<file path="src/rtl/cmd_link_pkg.sv">
`default_nettype none
// ============================================================================
//  Module      : cmd_link_pkg
//  Description : Shared constants for the command link. It holds the FSM
//                state encodings, the command type codes and the link words
//                used by the framer and the receive-side deframer.
//  Revision    : 1.0  initial release
// ============================================================================
package cmd_link_pkg;

    // One-hot transmit framer states
    typedef enum logic [5:0] {
        ST_IDLE = 6'b000001,
        ST_SOF  = 6'b000010,
        ST_HDR  = 6'b000100,
        ST_SEQ  = 6'b001000,
        ST_CSUM = 6'b010000,
        ST_GAP  = 6'b100000
    } cmd_state_e;

    // Valid command type codes; 00 and 11 are rejected
    localparam logic [1:0]  CMD_TYPE_ACK  = 2'b01;
    localparam logic [1:0]  CMD_TYPE_SHDN = 2'b10;

    // Link words (K28.5 sits in the high byte of IDLE and SOF)
    localparam logic [15:0] IDLE_WORD = 16'hBC50;
    localparam logic [15:0] SOF_WORD  = 16'hBC1C;
    localparam logic [7:0]  CMD_MAGIC = 8'hA5;
    localparam logic [7:0]  SEQ_TAG   = 8'h5A;

    // Per-byte K flags, bit 1 is the high byte
    localparam logic [1:0]  K_HIGH = 2'b10;
    localparam logic [1:0]  K_NONE = 2'b00;

    // True for the two command types that produce a frame
    function automatic logic cmd_type_valid(input logic [1:0] t);
        return (t == CMD_TYPE_ACK) || (t == CMD_TYPE_SHDN);
    endfunction

endpackage
`default_nettype wire

</file>
<file path="src/rtl/cmd_tx_framer.sv">
`default_nettype none
// ============================================================================
//  Module      : cmd_tx_framer
//  Description : Command-link transmitter. It serialises a 4-word command
//                frame (SOF, header, sequence, checksum) onto a 16-bit GTX TX
//                lane and then forces an idle gap. It reports completion,
//                rejected types and link-loss aborts as one-cycle pulses.
//  Revision    : 1.0  initial release
// ============================================================================
module cmd_tx_framer
    import cmd_link_pkg::*;
#(
    parameter int unsigned MIN_GAP = 4   // idle words forced after each frame (1..15)
) (
    input  logic        clk,
    input  logic        rst_n,
    input  logic        cmd_tx_i,
    input  logic [1:0]  cmd_type_i,
    input  logic        link_up_i,
    output logic        cmd_done_o,
    output logic        cmd_err_o,
    output logic        cmd_abort_o,
    output logic        busy_o,
    output logic [7:0]  seq_num_o,
    output logic [15:0] tx_data_o,
    output logic [1:0]  tx_charisk_o
);

    localparam logic [3:0] c_GAP_LAST = 4'(MIN_GAP - 1);

    cmd_state_e  state_q;
    logic        armed_q;
    logic        done_pend_q;   // frame finished normally; pulse done on first gap word
    logic [1:0]  type_q;
    logic [3:0]  gap_cnt_q;
    logic [7:0]  seq_num_q;
    logic [15:0] tx_data_q;
    logic [1:0]  tx_charisk_q;
    logic        cmd_done_q;
    logic        cmd_err_q;
    logic        cmd_abort_q;
    logic        busy_q;

    logic        w_accept;
    logic [15:0] w_hdr_word;
    logic [15:0] w_seq_word;
    logic [15:0] w_csum_word;

    assign w_accept    = (state_q == ST_IDLE) && link_up_i && armed_q && cmd_tx_i;
    assign w_hdr_word  = {CMD_MAGIC, 6'b000000, type_q};
    assign w_seq_word  = {seq_num_q, SEQ_TAG};
    assign w_csum_word = w_hdr_word + w_seq_word;   // carry deliberately dropped

    // Framer FSM: each state registers the word it owns on the following edge
    always_ff @(posedge clk or negedge rst_n) begin
        if (!rst_n) begin
            state_q      <= ST_IDLE;
            armed_q      <= 1'b1;
            done_pend_q  <= 1'b0;
            type_q       <= 2'b00;
            gap_cnt_q    <= 4'd0;
            seq_num_q    <= 8'd0;
            tx_data_q    <= IDLE_WORD;
            tx_charisk_q <= K_HIGH;
            cmd_done_q   <= 1'b0;
            cmd_err_q    <= 1'b0;
            cmd_abort_q  <= 1'b0;
            busy_q       <= 1'b0;
        end else begin
            cmd_done_q  <= 1'b0;
            cmd_err_q   <= 1'b0;
            cmd_abort_q <= 1'b0;

            // Any cycle with the request low re-arms; accept below needs it high
            if (!cmd_tx_i) begin
                armed_q <= 1'b1;
            end

            case (state_q)
                ST_IDLE: begin
                    tx_data_q    <= IDLE_WORD;
                    tx_charisk_q <= K_HIGH;
                    if (w_accept) begin
                        armed_q <= 1'b0;
                        if (cmd_type_valid(cmd_type_i)) begin
                            type_q  <= cmd_type_i;
                            busy_q  <= 1'b1;
                            state_q <= ST_SOF;
                        end else begin
                            cmd_err_q <= 1'b1;
                        end
                    end
                end

                ST_SOF, ST_HDR, ST_SEQ, ST_CSUM: begin
                    if (!link_up_i) begin
                        // Link lost mid-frame: idle the lane and drain through the gap
                        tx_data_q    <= IDLE_WORD;
                        tx_charisk_q <= K_HIGH;
                        cmd_abort_q  <= 1'b1;
                        gap_cnt_q    <= 4'd0;
                        state_q      <= ST_GAP;
                    end else begin
                        tx_charisk_q <= K_NONE;
                        case (state_q)
                            ST_SOF: begin
                                tx_data_q    <= SOF_WORD;
                                tx_charisk_q <= K_HIGH;
                                state_q      <= ST_HDR;
                            end
                            ST_HDR: begin
                                tx_data_q <= w_hdr_word;
                                state_q   <= ST_SEQ;
                            end
                            ST_SEQ: begin
                                tx_data_q <= w_seq_word;
                                state_q   <= ST_CSUM;
                            end
                            default: begin
                                tx_data_q   <= w_csum_word;
                                done_pend_q <= 1'b1;
                                gap_cnt_q   <= 4'd0;
                                state_q     <= ST_GAP;
                            end
                        endcase
                    end
                end

                ST_GAP: begin
                    tx_data_q    <= IDLE_WORD;
                    tx_charisk_q <= K_HIGH;
                    if (done_pend_q) begin
                        cmd_done_q  <= 1'b1;
                        seq_num_q   <= seq_num_q + 8'd1;
                        done_pend_q <= 1'b0;
                    end
                    if (gap_cnt_q == c_GAP_LAST) begin
                        busy_q  <= 1'b0;
                        state_q <= ST_IDLE;
                    end else begin
                        gap_cnt_q <= gap_cnt_q + 4'd1;
                    end
                end

                default: begin
                    tx_data_q    <= IDLE_WORD;
                    tx_charisk_q <= K_HIGH;
                    busy_q       <= 1'b0;
                    done_pend_q  <= 1'b0;
                    state_q      <= ST_IDLE;
                end
            endcase
        end
    end

    assign cmd_done_o   = cmd_done_q;
    assign cmd_err_o    = cmd_err_q;
    assign cmd_abort_o  = cmd_abort_q;
    assign busy_o       = busy_q;
    assign seq_num_o    = seq_num_q;
    assign tx_data_o    = tx_data_q;
    assign tx_charisk_o = tx_charisk_q;

endmodule
`default_nettype wire

</file>
<file path="config.mk">
export PLATFORM = sky130hd
export DESIGN_NAME = cmd_tx_framer
export DESIGN_NICKNAME = d
export VERILOG_FILES = /design/src/rtl/cmd_link_pkg.sv /design/src/rtl/cmd_tx_framer.sv
export SDC_FILE = /design/constraint.sdc
export NUM_CORES = 1
export LEC_CHECK = 0
export CAP_MARGIN = 15
export CORE_MARGIN = 10
export CORE_UTILIZATION = 45
export DETAILED_ROUTE_END_ITERATION = 10
export PLACE_DENSITY = 0.71
export SLEW_MARGIN = 20
export SYNTH_ARGS = -nofsm -noshare
export SYNTH_HDL_FRONTEND = slang
export SYNTH_SLANG_ARGS = --single-unit
</file>
<file path="constraint.sdc">
create_clock -name clk -period 1.97 [get_ports clk]
set_input_delay 0.4925 -clock clk [delete_from_list [all_inputs] [get_ports clk]]
set_output_delay 0.4925 -clock clk [all_outputs]
set_load 0.05 [all_outputs]
</file>
==> flow_summary.yaml, run 1 <==
cells_and_area:
  diodes: 0
  drive_gt1_share_pct: 29.4
  layout_common_cells: "34 x buf_4, 31 x dfrtp_1, 22 x nor2_1"
  fin_nets: 228
  syn_to_final_growth_pct: 25.1
  final_common_cell: "buf_4"
  fin_util_pct: 57.9
timing:
  fin_worst_skew_ps: 3.92
  fin_crit_ps: 1820
  hold_viol_final: 0
  fin_crit_sh_pct: 92.5
  worst_pin_slew_ps: 500
  fin_tns_setup_ps: 0
  finalSetupViolations: 0
  rsz0062_at_grt: "false"
  max_freq_mhz: 549
  slew-limit-headroom_pct: 66.6
  final-max-slew-violation-count: 0
synthesis:
  ys_async_sr_fraction_pct: 100
  synth_area_um2: 1840
  synth_area_leaders: "dfrtp_1 42%, dfstp_2 14%, xnor2_1 5.2%, nor2_1 4.5%, nand2_1 3.9%"
  ys_ff_latch: 41
  synthDominantCellAreaShare_pct: 42.2
  seq_area_frac_synth_pct: 56.5
  syn_area_per_cell_um2: 10.3
  synth_top_cell_by_area: "dfrtp_1"
  synth_edf_count: 0
  yosysUniqueCellTypes: 39
  ys_warn_count: 0
  synth_cells: 178
  dominantRegCellSynth: "dfrtp_1"
grt:
  met3_usage_pct: 3.22
  grt_pass1_wl_mm: 6.67
  antenna_found_initial: 0
  grt_max_degree: 42
  met1_usage_pct: 13.2
  grtUsageMet2_pct: 18.9
  grt_pass1_vias: 1354
  busiest_layer: "met2"
  grt_usage_pct: 11.2
  grt_overflow: 0
drt:
  drc: 0
  final_antenna_net_count: 0
  avgViaCountPerCell: 5.13
  wl_per_cell_um: 14.3
  drtIter0Drc: 97
  num_vias: 1391
  firstDrtPassIters: 4
  routed_wl_mm: 3.87
clock_network:
  cts_tree: "yes"
  cts_root_buf: "clkbuf_8"
  post_cts_resized: 0
  clk_latency_ps: 280
  numCtsBuffers: 5
  cts.sinks: 41
  cts_max_level: 2
  clk_pin_slew_ps: 80
  cts_hold_buffers: 0
  post_cts_buffers: 0
  clockBufferDepth: 2
critical_path:
  critPathCaptureType: "flop"
  path_class: "reg2reg"
  reg2reg_depth: 5
  cp.arrival_ps: 2000
  crit_fanout: 6
  cp_data_required_time_ps: 2150
  critPathLaunchType: "flop"
placed_design:
  portBuffers: 32
  hpwlAfterDp_mm: 2.91
  routabilityCongestion: 0.794
die:
  initial_core_util_pct: 46.3
  num_rows: 23
  fp.dieW_um: 83.9
  num_io_pins: 36
  die_h_um: 83.9
  die_area_um2: 7040
  fp.coreArea_um2: 3970
pwr:
  p_sw_mw: 0.381
  power_per_cell_area_nw_per_um2: 743
  p_seq_share_pct: 51.8
  power.internal_mw: 1.33
  vdd_ir_drop_max_v: 0.000585
  power.share.clock_pct: 39.8
  leakagePower_nw: 1.09
  swShare_pct: 22.3
  comb_power_share_pct: 8.4
run:
  maxCapViolations: 0
worst_hold_path:
  hold_path.class: "in2async"
outcome:
  status: "completed"
## power groups by stage
stage | clock network, mW | logic (mW) | registers, mW
detailed placement | 0 | 0.144 | 0.899
floorplan | 0 | 0.0609 | 0.926
CTS | 0.700 | 0.144 | 0.884
global placement | 0 | 0.140 | 0.898
finish | 0.681 | 0.144 | 0.885
global route | 0.751 | 0.156 | 0.888
## kinds of logic after synthesis
family                   synth area share [%]
AO/OA/AOI/OAI                            10.1
XOR/XNOR                                 7.14
adder cells (fa/ha/maj)                  1.36
buffers and inverters                    3.13
flip-flops                               56.5
multiplexers                            0.612
other                                   0.204
AND/OR/NAND/NOR                          21.0
## worst max-delay path, stage by stage, from the launching register on
cell     delay (ps)
dfrtp_1         470
xnor2_1         150
or3_1           320
a31oi_1         320
nand2_1         170
a31o_2          270
## per-stage QoR
step                      power [mW]  cell area (um^2)  hold slack [ps]  setup slack, ps  cells
after floorplan                0.987              1850              197              200    180
after global placement          1.04              2170              481              108    263
after detailed placement        1.04              2170              490             81.1    263
after CTS                       1.73              2290              275              165    271
after global routing            1.80              2300              296             13.5    271
final                           1.71              2300              262              148    271
## final cells by class
cell class / instances / area [um^2]
Inverter: 6 / 22.5
Timing Repair Buffer: 39 / 300
Clock buffer: 7 / 86.3
Multi-Input combinational cell: 127 / 761
Tap cell: 50 / 62.6
Clock inverter: 1 / 30.0
Sequential cell: 41 / 1040
Fill cell: 352 / 1670
## metal layers
| layer | vias to the layer above | wire, um |
|---|---|---|
| li1 | 688 | - |
| met1 | 671 | 1660 |
| met2 | 28 | 1980 |
| met3 | 4 | 188 |
| met4 | 0 | 38 |
| met5 | - | 0 |
## synth_stat cells (all sizes together), types with 3 or more instances
master	instances
a21oi	9
nor3	4
buf	4
xnor2	11
nor2	23
nand2	19
and3	5
and2	5
nand3	7
or2	3
inv	6
dfrtp	31
a31oi	3
dfstp	10
xor2	4
o21ai	5
## flip-flops by register name, summed over array words and instances (netlist names)
signal and flops:
tx_charisk_o 1, busy_o 1, seq_num_o 8, cmd_done_o 1, armed_q 1, cmd_err_o 1
type_q 2, cmd_abort_o 1, gap_cnt_q 4, done_pend_q 1, state_q 6, tx_data_o 14
## final timing paths
check / start / end / slack (ps)
worst max-delay path: state_q[3] / gap_cnt_q[3] / 150
worst min-delay path: rst_n / seq_num_o[7] / 260
worst max register to register: state_q[3] / gap_cnt_q[3] / 150
worst min register to register: armed_q / armed_q / 490
max in group asynchronous: rst_n / state_q[0] / 1340
min in group clk: armed_q / armed_q / 490
Note: power is estimated with default switching activity, not from simulation.
==> run 2, diff against run 1 <==
--- a/config.mk
+++ b/config.mk
@@ -6,7 +6,7 @@
 export NUM_CORES = 1
 export LEC_CHECK = 0
 export CAP_MARGIN = 15
-export CORE_MARGIN = 10
+export CORE_MARGIN = 4
 export CORE_UTILIZATION = 45
 export DETAILED_ROUTE_END_ITERATION = 10
 export PLACE_DENSITY = 0.71
==> run 2 against run 1 <==
Effect of this change: worst hold slack got worse by 110 ps; register-to-register slack got worse by 50 ps; count of clock-buffer cells in the layout rose by 1; clock skew up 4.4 ps; routed wire length shrank 4.2%; via count increased by 1.3%; sequential power about the same; sequential cell count is the same; clock power is 24% lower; critical path type is now reg2out; largest power group unchanged.
==> flow_summary.yaml, run 2 (synthesis gave the netlist of run 1 again) <==
placed_design:
  routabilityCongestion: 0.868
  hpwlAfterDp_mm: 2.85
  place_area_um2: 2190
  dp_slack_ps: 45.1
  portBuffers: 32
timing:
  fin_tns_setup_ps: 0
  fin_worst_skew_ps: 8.31
  fin_crit_ps: 1900
  final-max-slew-violation-count: 0
  fin_ws_ps: 69.9
  finalSetupViolations: 0
  rsz0062_at_grt: "false"
  hold_ws_ps: 148
  hold_viol_final: 0
  max_freq_mhz: 526
  fin_crit_sh_pct: 96.5
outcome:
  status: "completed"
cells_and_area:
  largest_reg_flops: 14
  fin_nets: 228
  diodes: 0
  final_area_um2: 2270
  drive_gt1_share_pct: 27.1
  layout_common_cells: "31 x dfrtp_1, 31 x buf_4, 22 x nor2_1"
  fin_util_pct: 59.9
  syn_to_final_growth_pct: 23.7
worst_hold_path:
  hold_path.class: "in2async"
critical_path:
  worstPathCellList: "clkdlybuf4s50_1"
  cp-endpoint: "tx_data_o[14]"
  crit_cells: 1
  crit_fanout: 1
  critPathLaunchType: "flop"
  path_class: "reg2out"
  reg2reg_depth: 5
  r2r-start: "state_q[1]"
  r2r-end: "tx_data_o[0]"
  critPathCaptureType: "output pin"
  cpLargestDelayFamily: "buffers and inverters"
  worst-path-buf-inv: 1
  max_stage_delay_ps: 800
  critPathSlowestCell: "clkdlybuf4s50_1"
  cp-startpoint: "tx_data_o[14]"
  cp.arrival_ps: 1410
  cp_data_required_time_ps: 1480
  ff2ff_setup_slack_ps: 100
drt:
  routed_wl_mm: 3.71
  num_vias: 1409
  firstDrtPassIters: 4
  wl_per_cell_um: 13.8
  final_antenna_net_count: 0
  drc: 0
  avgViaCountPerCell: 5.24
  drtIter0Drc: 28
die:
  fp.coreArea_um2: 3800
  initial_core_util_pct: 48.4
  die_area_um2: 5170
  fp.dieW_um: 71.9
  num_io_pins: 36
  die_h_um: 71.9
  num_rows: 22
grt:
  grt_pass1_wl_mm: 6.62
  grt_usage_pct: 16.4
  grt_max_degree: 23
  antenna_found_initial: 0
  grt_pass1_vias: 1449
  grt_overflow: 0
clock_network:
  clockBufferDepth: 2
  numCtsBuffers: 5
  cts_hold_buffers: 0
  cts.sinks: 41
  cts_root_buf: "clkbuf_8"
  clk_pin_slew_ps: 70
  cts_tree: "yes"
  clk_latency_ps: 290
  cts_max_level: 2
run:
  maxCapViolations: 0
pwr:
  power_per_cell_area_nw_per_um2: 681
  vdd_ir_drop_max_v: 0.000390
  leakagePower_nw: 1.07
[run 2: changes by cell type in the layout (fill, tap and decap cells not counted), sizes merged]
cell           change
bufinv             -1
buf                -2
clkbuf             +1
clkdlybuf4s50      +2
[run 2: layout make-up]
cell class | count | area [um^2]
clock buffer | 8 | 80.1
fill | 335 | 1520
inverter | 6 | 22.5
multi-input combinational | 127 | 756
sequential | 41 | 1040
tap | 48 | 60.1
timing repair buffer | 39 | 318
[run 2: what timing repair did]
action,4_1_cts,5_1_grt
setup endpoints to repair,0,4
setup buffers,0,0
resized for setup,0,1
[run 2: per-layer routing]
layer | GRT usage (%) | vias to the layer above | wire (um)
li1 | - | 683 | -
met4 | 7.72 | 0 | 87
met1 | 21.9 | 681 | 1720
met2 | 25.0 | 35 | 1680
met5 | 0 | - | 0
met3 | 4.43 | 10 | 217
[run 2: worst min path at each step]
stage                     slack [ps]  start       endpoint  cells after the start
after floorplan                  200  rst_n         busy_o                      0
after global placement           470  rst_n   tx_data_o[0]                      1
after detailed placement         480  rst_n  tx_data_o[14]                      1
after CTS                        160  rst_n    cmd_abort_o                      1
after global routing             190  rst_n    cmd_abort_o                      1
final                            150  rst_n    cmd_abort_o                      1
[run 2: per-stage QoR]
step,power [mW],cells
2_1_floorplan,0.987,180
3_3_place_gp,1.04,261
3_5_place_dp,1.05,261
4_1_cts,1.57,269
5_1_grt,1.61,269
6_report,1.55,269
[run 2: report_power, final]
group	internal [mW]	leakage, nW	switching, mW
clock	0.251	0.0395	0.265
combinational	0.0505	0.505	0.0957
sequential	0.868	0.526	0.0177
total	1.17	1.07	0.378
